<file path="src/rtl/axis_gain_meter.sv">
// axis_gain_meter: frame-aligned attenuation/mute stage on a stereo AXI-Stream
// with a single registered output slice and a thermometer peak-level meter.
module axis_gain_meter #(
  parameter int width_p       = 24,
  parameter int peak_window_p = 1024
) (
  input  logic               clk_i,
  input  logic               reset_n_i,
  input  logic [width_p-1:0] s_data_i,
  input  logic               s_valid_i,
  output logic               s_ready_o,
  input  logic               s_last_i,
  output logic [width_p-1:0] m_data_o,
  output logic               m_valid_o,
  input  logic               m_ready_i,
  output logic               m_last_o,
  input  logic               vol_up_i,
  input  logic               vol_down_i,
  input  logic               mute_i,
  output logic [2:0]         atten_o,
  output logic               muted_o,
  output logic [4:0]         level_o
);
  localparam int cnt_w = peak_window_p > 1 ? $clog2(peak_window_p) : 1;
  localparam logic [cnt_w-1:0] cnt_last = cnt_w'(peak_window_p - 1);
  localparam logic [width_p-2:0] mag_max = '1;
  logic                      up_prev_q, dn_prev_q, mu_prev_q;
  logic [2:0]                atten_q, atten_d, att_act_q, att_act_d;
  logic                      muted_q, muted_d, mute_act_q, mute_act_d;
  logic [width_p-1:0]        m_data_q, m_data_d;
  logic                      m_valid_q, m_valid_d, m_last_q, m_last_d;
  logic [width_p-2:0]        peak_q, peak_d;
  logic [cnt_w-1:0]          cnt_q, cnt_d;
  logic [4:0]                level_q, level_d;
  logic                      up_e, dn_e, mu_e, acc, acc_last, win_end;
  logic signed [width_p-1:0] shifted;
  logic [width_p-1:0]        proc, neg;
  logic [width_p-2:0]        mag, pk_max;
  logic [4:0]                lvl;
  assign s_ready_o = reset_n_i & (~m_valid_q | m_ready_i);
  assign m_data_o  = m_data_q;
  assign m_valid_o = m_valid_q;
  assign m_last_o  = m_last_q;
  assign atten_o   = atten_q;
  assign muted_o   = muted_q;
  assign level_o   = level_q;
  always_comb begin
    up_e     = vol_up_i & ~up_prev_q;
    dn_e     = vol_down_i & ~dn_prev_q;
    mu_e     = mute_i & ~mu_prev_q;
    acc      = s_valid_i & s_ready_o;
    acc_last = acc & s_last_i;
    win_end  = acc_last & (cnt_q == cnt_last);
    shifted  = $signed(s_data_i) >>> att_act_q;
    proc     = mute_act_q ? '0 : shifted;
    neg      = -proc;
    // negating the most-negative value wraps to itself, so clamp it
    mag      = proc[width_p-1] ? (neg[width_p-1] ? mag_max : neg[width_p-2:0]) : proc[width_p-2:0];
    pk_max   = mag > peak_q ? mag : peak_q;
    lvl      = '0;
    for (int k = 0; k < 5; k++) lvl[k] = |(pk_max >> (width_p - 6 + k));
    atten_d    = (dn_e & ~up_e & ~&atten_q) ? atten_q + 3'd1 :
                 (up_e & ~dn_e & |atten_q)  ? atten_q - 3'd1 : atten_q;
    muted_d    = muted_q ^ mu_e;
    att_act_d  = acc_last ? atten_q : att_act_q;
    mute_act_d = acc_last ? muted_q : mute_act_q;
    m_data_d   = acc ? proc : m_data_q;
    m_last_d   = acc ? s_last_i : m_last_q;
    m_valid_d  = acc | (m_valid_q & ~m_ready_i);
    peak_d     = win_end ? '0 : acc ? pk_max : peak_q;
    cnt_d      = win_end ? '0 : acc_last ? cnt_q + cnt_w'(1) : cnt_q;
    level_d    = win_end ? lvl : level_q;
  end
  always_ff @(posedge clk_i or negedge reset_n_i) begin
    if (!reset_n_i) begin
      up_prev_q  <= 1'b1;
      dn_prev_q  <= 1'b1;
      mu_prev_q  <= 1'b1;
      atten_q    <= '0;
      muted_q    <= 1'b0;
      att_act_q  <= '0;
      mute_act_q <= 1'b0;
      m_data_q   <= '0;
      m_valid_q  <= 1'b0;
      m_last_q   <= 1'b0;
      peak_q     <= '0;
      cnt_q      <= '0;
      level_q    <= '0;
    end else begin
      up_prev_q  <= vol_up_i;
      dn_prev_q  <= vol_down_i;
      mu_prev_q  <= mute_i;
      atten_q    <= atten_d;
      muted_q    <= muted_d;
      att_act_q  <= att_act_d;
      mute_act_q <= mute_act_d;
      m_data_q   <= m_data_d;
      m_valid_q  <= m_valid_d;
      m_last_q   <= m_last_d;
      peak_q     <= peak_d;
      cnt_q      <= cnt_d;
      level_q    <= level_d;
    end
  end
endmodule

</file>
<file path="config.mk">
export PLATFORM = sky130hd
export DESIGN_NAME = axis_gain_meter
export DESIGN_NICKNAME = d
export VERILOG_FILES = /design/src/rtl/axis_gain_meter.sv
export SDC_FILE = /design/constraint.sdc
export NUM_CORES = 1
export LEC_CHECK = 0
export ABC_AREA = 1
export BUFFER_PORTS_ARGS = -buffer_cell sky130_fd_sc_hd__buf_2
export CELL_PAD_IN_SITES_DETAIL_PLACEMENT = 1
export CELL_PAD_IN_SITES_GLOBAL_PLACEMENT = 2
export CORE_ASPECT_RATIO = 0.6
export CORE_MARGIN = 2
export CORE_UTILIZATION = 34
export CTS_BUF_LIST = sky130_fd_sc_hd__clkbuf_8
export CTS_CLUSTER_SIZE = 16
export DETAILED_ROUTE_END_ITERATION = 16
export PLACE_DENSITY_LB_ADDON = 0.1
export RECOVER_POWER = 100
export SETUP_SLACK_MARGIN = 0.1
export SYNTH_ARGS = -nofsm -noshare
export SYNTH_HDL_FRONTEND = slang
export SYNTH_SLANG_ARGS = --single-unit
export TNS_END_PERCENT = 5
</file>
<file path="constraint.sdc">
create_clock -name clk_i -period 5.5 [get_ports clk_i]
set_input_delay 0.275 -clock clk_i [delete_from_list [all_inputs] [get_ports clk_i]]
set_output_delay 0.275 -clock clk_i [all_outputs]
set_load 0.03 [all_outputs]
</file>
==> results by group <==
Critical path
  – Worst-path fanout max: 22
  – CP Class: flip-flop to flip-flop
  – Arr. time, crit path: 5.04 ns
  – CP max stage cell: dfrtp_1
  – Crit path max-delay family: simple AND/OR/NAND/NOR gates
  – Nature of the critical path startpoint: flip-flop
  – Max incr delay on CP: 0.49 ns
  – WP buf/inv: 2
  – Critical path capture point type: flip-flop
  – WP data required: 5.76 ns
  – Crit path top cell by count: nand2_1

Route
  – ANT nets after route: 0
  – # DRC: 0
  – Vias per inst: 5.19
  – DR vias: approximately 5300
  – Routed wire per std cell: approximately 17 um
  – Post-Route WL: roughly 18 mm
  – DR pass1 iterations: 5
  – DRT iter0 DRCs: 290

Power
  – Cell Pwr Density: 665 nW/um2
  – Leakage: 0.00302 uW
  – Maximum vdd drop: 0.000287 V
  – Comb pwr share: 68.5%
  – Final Total Pwr: 4040 uW
  – Sequential power share: 21.2%
  – Switching power: 2290 uW
  – Clk pwr share: 10.3%
  – Switching share of total power: between 50 and 60%
  – Int Pwr: 1750 uW

Clocking
  – Clk buf depth: 2
  – Clock Latency Late Sink: 0.38 ns
  – CTS sink cnt: 75
  – Clk root buf: clkbuf_8
  – CTS tree: yes
  – CTS clk-pin slew, worst paths: 0.09 ns
  – Htree depth: 3
  – TritonCTS buffer count: 9

Global routing
  – Initial antenna violation count: 0
  – GRT Util Overall: between 20% and 30%
  – Vias in the first global route: 5528
  – Largest net degree at the start of global routing: 53
  – First-pass GRT wire length: 29.3 mm
  – GRT overflow: 0

Synthesis
  – Synth warn: 0
  – Syn Inst Count: 761
  – Top post-synthesis cells by area: dfrtp_1 (33%), nand2_1 (15%), nand3_1 (11%), ha_1 (5.7%), o21ai_0 (5.5%)
  – Syn Std Cell Area: around 5500 um2
  – Synthesized flop and latch total: 75
  – Top FF cell, synth: dfrtp_1
  – Sequential share of the synthesized area: 34.4%
  – Synth top area share: 33.0%
  – Syn_nets: 819
  – Distinct cells, synth: 48
  – Most area-hungry cell type in the Yosys netlist: dfrtp_1
  – Asr flop ratio synth: 100%
  – Mean post-synth cell area: approximately 7 um2
  – Post-synth EDFFs: 0

Floorplan
  – Core Rows: 35
  – Starting Density: 35.1%
  – DIE HEIGHT: 102 um
  – DIE AREA: 17100 um2
  – Num ports: 68
  – Die X: 168 um
  – CORE AREA: around 16000 um2

Status
  – Status: finished, violations left
  – Failing checks: max-capacitance violations, max-slew violations

Timing
  – Final setup TNS: 0 ns
  – Rel. slew slack: -63.1%
  – Fmax: 0.209 GHz
  – Fin crit period: 4.78 ns
  – Max Slew Vio Count: 97
  – Final setup fails: 0
  – Hold WS: between 0.09 and 0.1 ns
  – Final Hold Vio Count: 0
  – Worst-Margin Slew: 2.45 ns
  – Fin Clk Skew: 0.0195 ns
  – Fin crit share: 86.9%
  – Unrepaired setup endpoints after global routing: no

Flow run
  – Max Cap Violations: 2

Final layout
  – Filler cell count: 1992
  – Share of layout cells above drive strength 1: between 10 and 15%
  – Commonest non-fill, non-tap cell in the layout: nand2_1
  – Most frequent cells in the layout: nand2_1 (216), nand3_1 (117), dfrtp_1 (72)
  – ANT cells: 0
  – Final core occ: 39.1%
  – Multi-input gate area: 3130 um2
  – Area growth, synth to finish: 11.3%
  – Fin nets: 878
  – Layout Cells excl Fill: ~1000
  – Seq. cell area: 1880 um2

Placed design
  – # port buffers: 67
  – Gpl congestion: 0.829
  – Inst Count DP: 1008
  – HPWL after detailed placement: 13.6 mm

Hold path
  – Worst hold path class: primary input to flip-flop
==> routing by layer <==
layer	vias to the layer above	global-route usage (%)	routed length (um)
met1	2596	32.4	9630
met3	17	3.83	681
met4	0	5.55	210
li1	2628	-	-
met2	90	32.7	7040
met5	-	0	0
==> synth_stat cells (all sizes together), types with 10 or more instances <==
master / number
clkbuf: 12
nand2: 257
buf: 18
nand4: 10
nor2: 39
dfrtp: 72
o21ai: 66
a21oi: 22
nand3: 125
ha: 25
inv: 68
==> registers in the layout (all words and copies together), names as in the netlist <==
| signal | flops |
|---|---|
| att_act_q | 3 |
| atten_o | 3 |
| cnt_q | 10 |
| dn_prev_q | 1 |
| level_o | 5 |
| m_data_o | 24 |
| m_last_o | 1 |
| m_valid_o | 1 |
| mu_prev_q | 1 |
| mute_act_q | 1 |
| muted_o | 1 |
| peak_q | 23 |
| up_prev_q | 1 |
==> power groups by stage <==
stage	logic, uW	registers (uW)	clock network [uW]
finish	2770	859	416
floorplan	1900	1010	0
global placement	2710	859	0
CTS	2810	858	434
detailed placement	2790	868	0
global route	3120	884	451
==> metrics by stage <==
| step | cell area, um2 | setup WS, ns |
|---|---|---|
| final | 6080 | 0.723 |
| after CTS | 6140 | 0.753 |
| after global placement | 5930 | 0.977 |
| after detailed placement | 5930 | 0.801 |
| after global routing | 6080 | 0.118 |
| after floorplan | 5460 | 1.55 |
==> cells by family after synthesis <==
kind of cell / synth area share [%]
AO/OA/AOI/OAI: 10.1
XOR/XNOR: 1.92
adder cells (fa/ha/maj): 6.10
buffers and inverters: 8.07
flip-flops: 34.4
multiplexers: 0.183
AND/OR/NAND/NOR: 39.2
==> cell type report <==
class | instances | area share, %
clock buffers | 9 | 2.04
multi-input cells | 587 | 51.5
flip-flops and latches | 75 | 30.9
well taps | 203 | 4.18
clock inverters | 7 | 0.865
inverters | 69 | 4.30
repair buffers | 78 | 6.22
==> worst paths after layout <==
path,start,end,slack [ns],cells past startpoint
setup / recovery,att_act_q[0]$_DFFE_PN0P_,level_o[0]$_DFFE_PN0P_,0.72,29
hold / removal,m_ready_i,m_valid_o$_DFF_PN0_,0.09,2
setup reg to reg,att_act_q[0]$_DFFE_PN0P_,level_o[0]$_DFFE_PN0P_,0.72,29
hold reg to reg,m_data_o[3]$_DFFE_PN0P_,m_data_o[3]$_DFFE_PN0P_,0.49,2
max in group asynchronous,reset_n_i,m_data_o[1]$_DFFE_PN0P_,2.39,3
min in group asynchronous,reset_n_i,m_data_o[7]$_DFFE_PN0P_,0.42,2
==> timing repair <==
item	CTS	global route
hold endpoints to repair	35	0
resized for setup	0	0
hold buffers	4	0
setup buffers	0	0
Power figures use the tool's default switching activity.
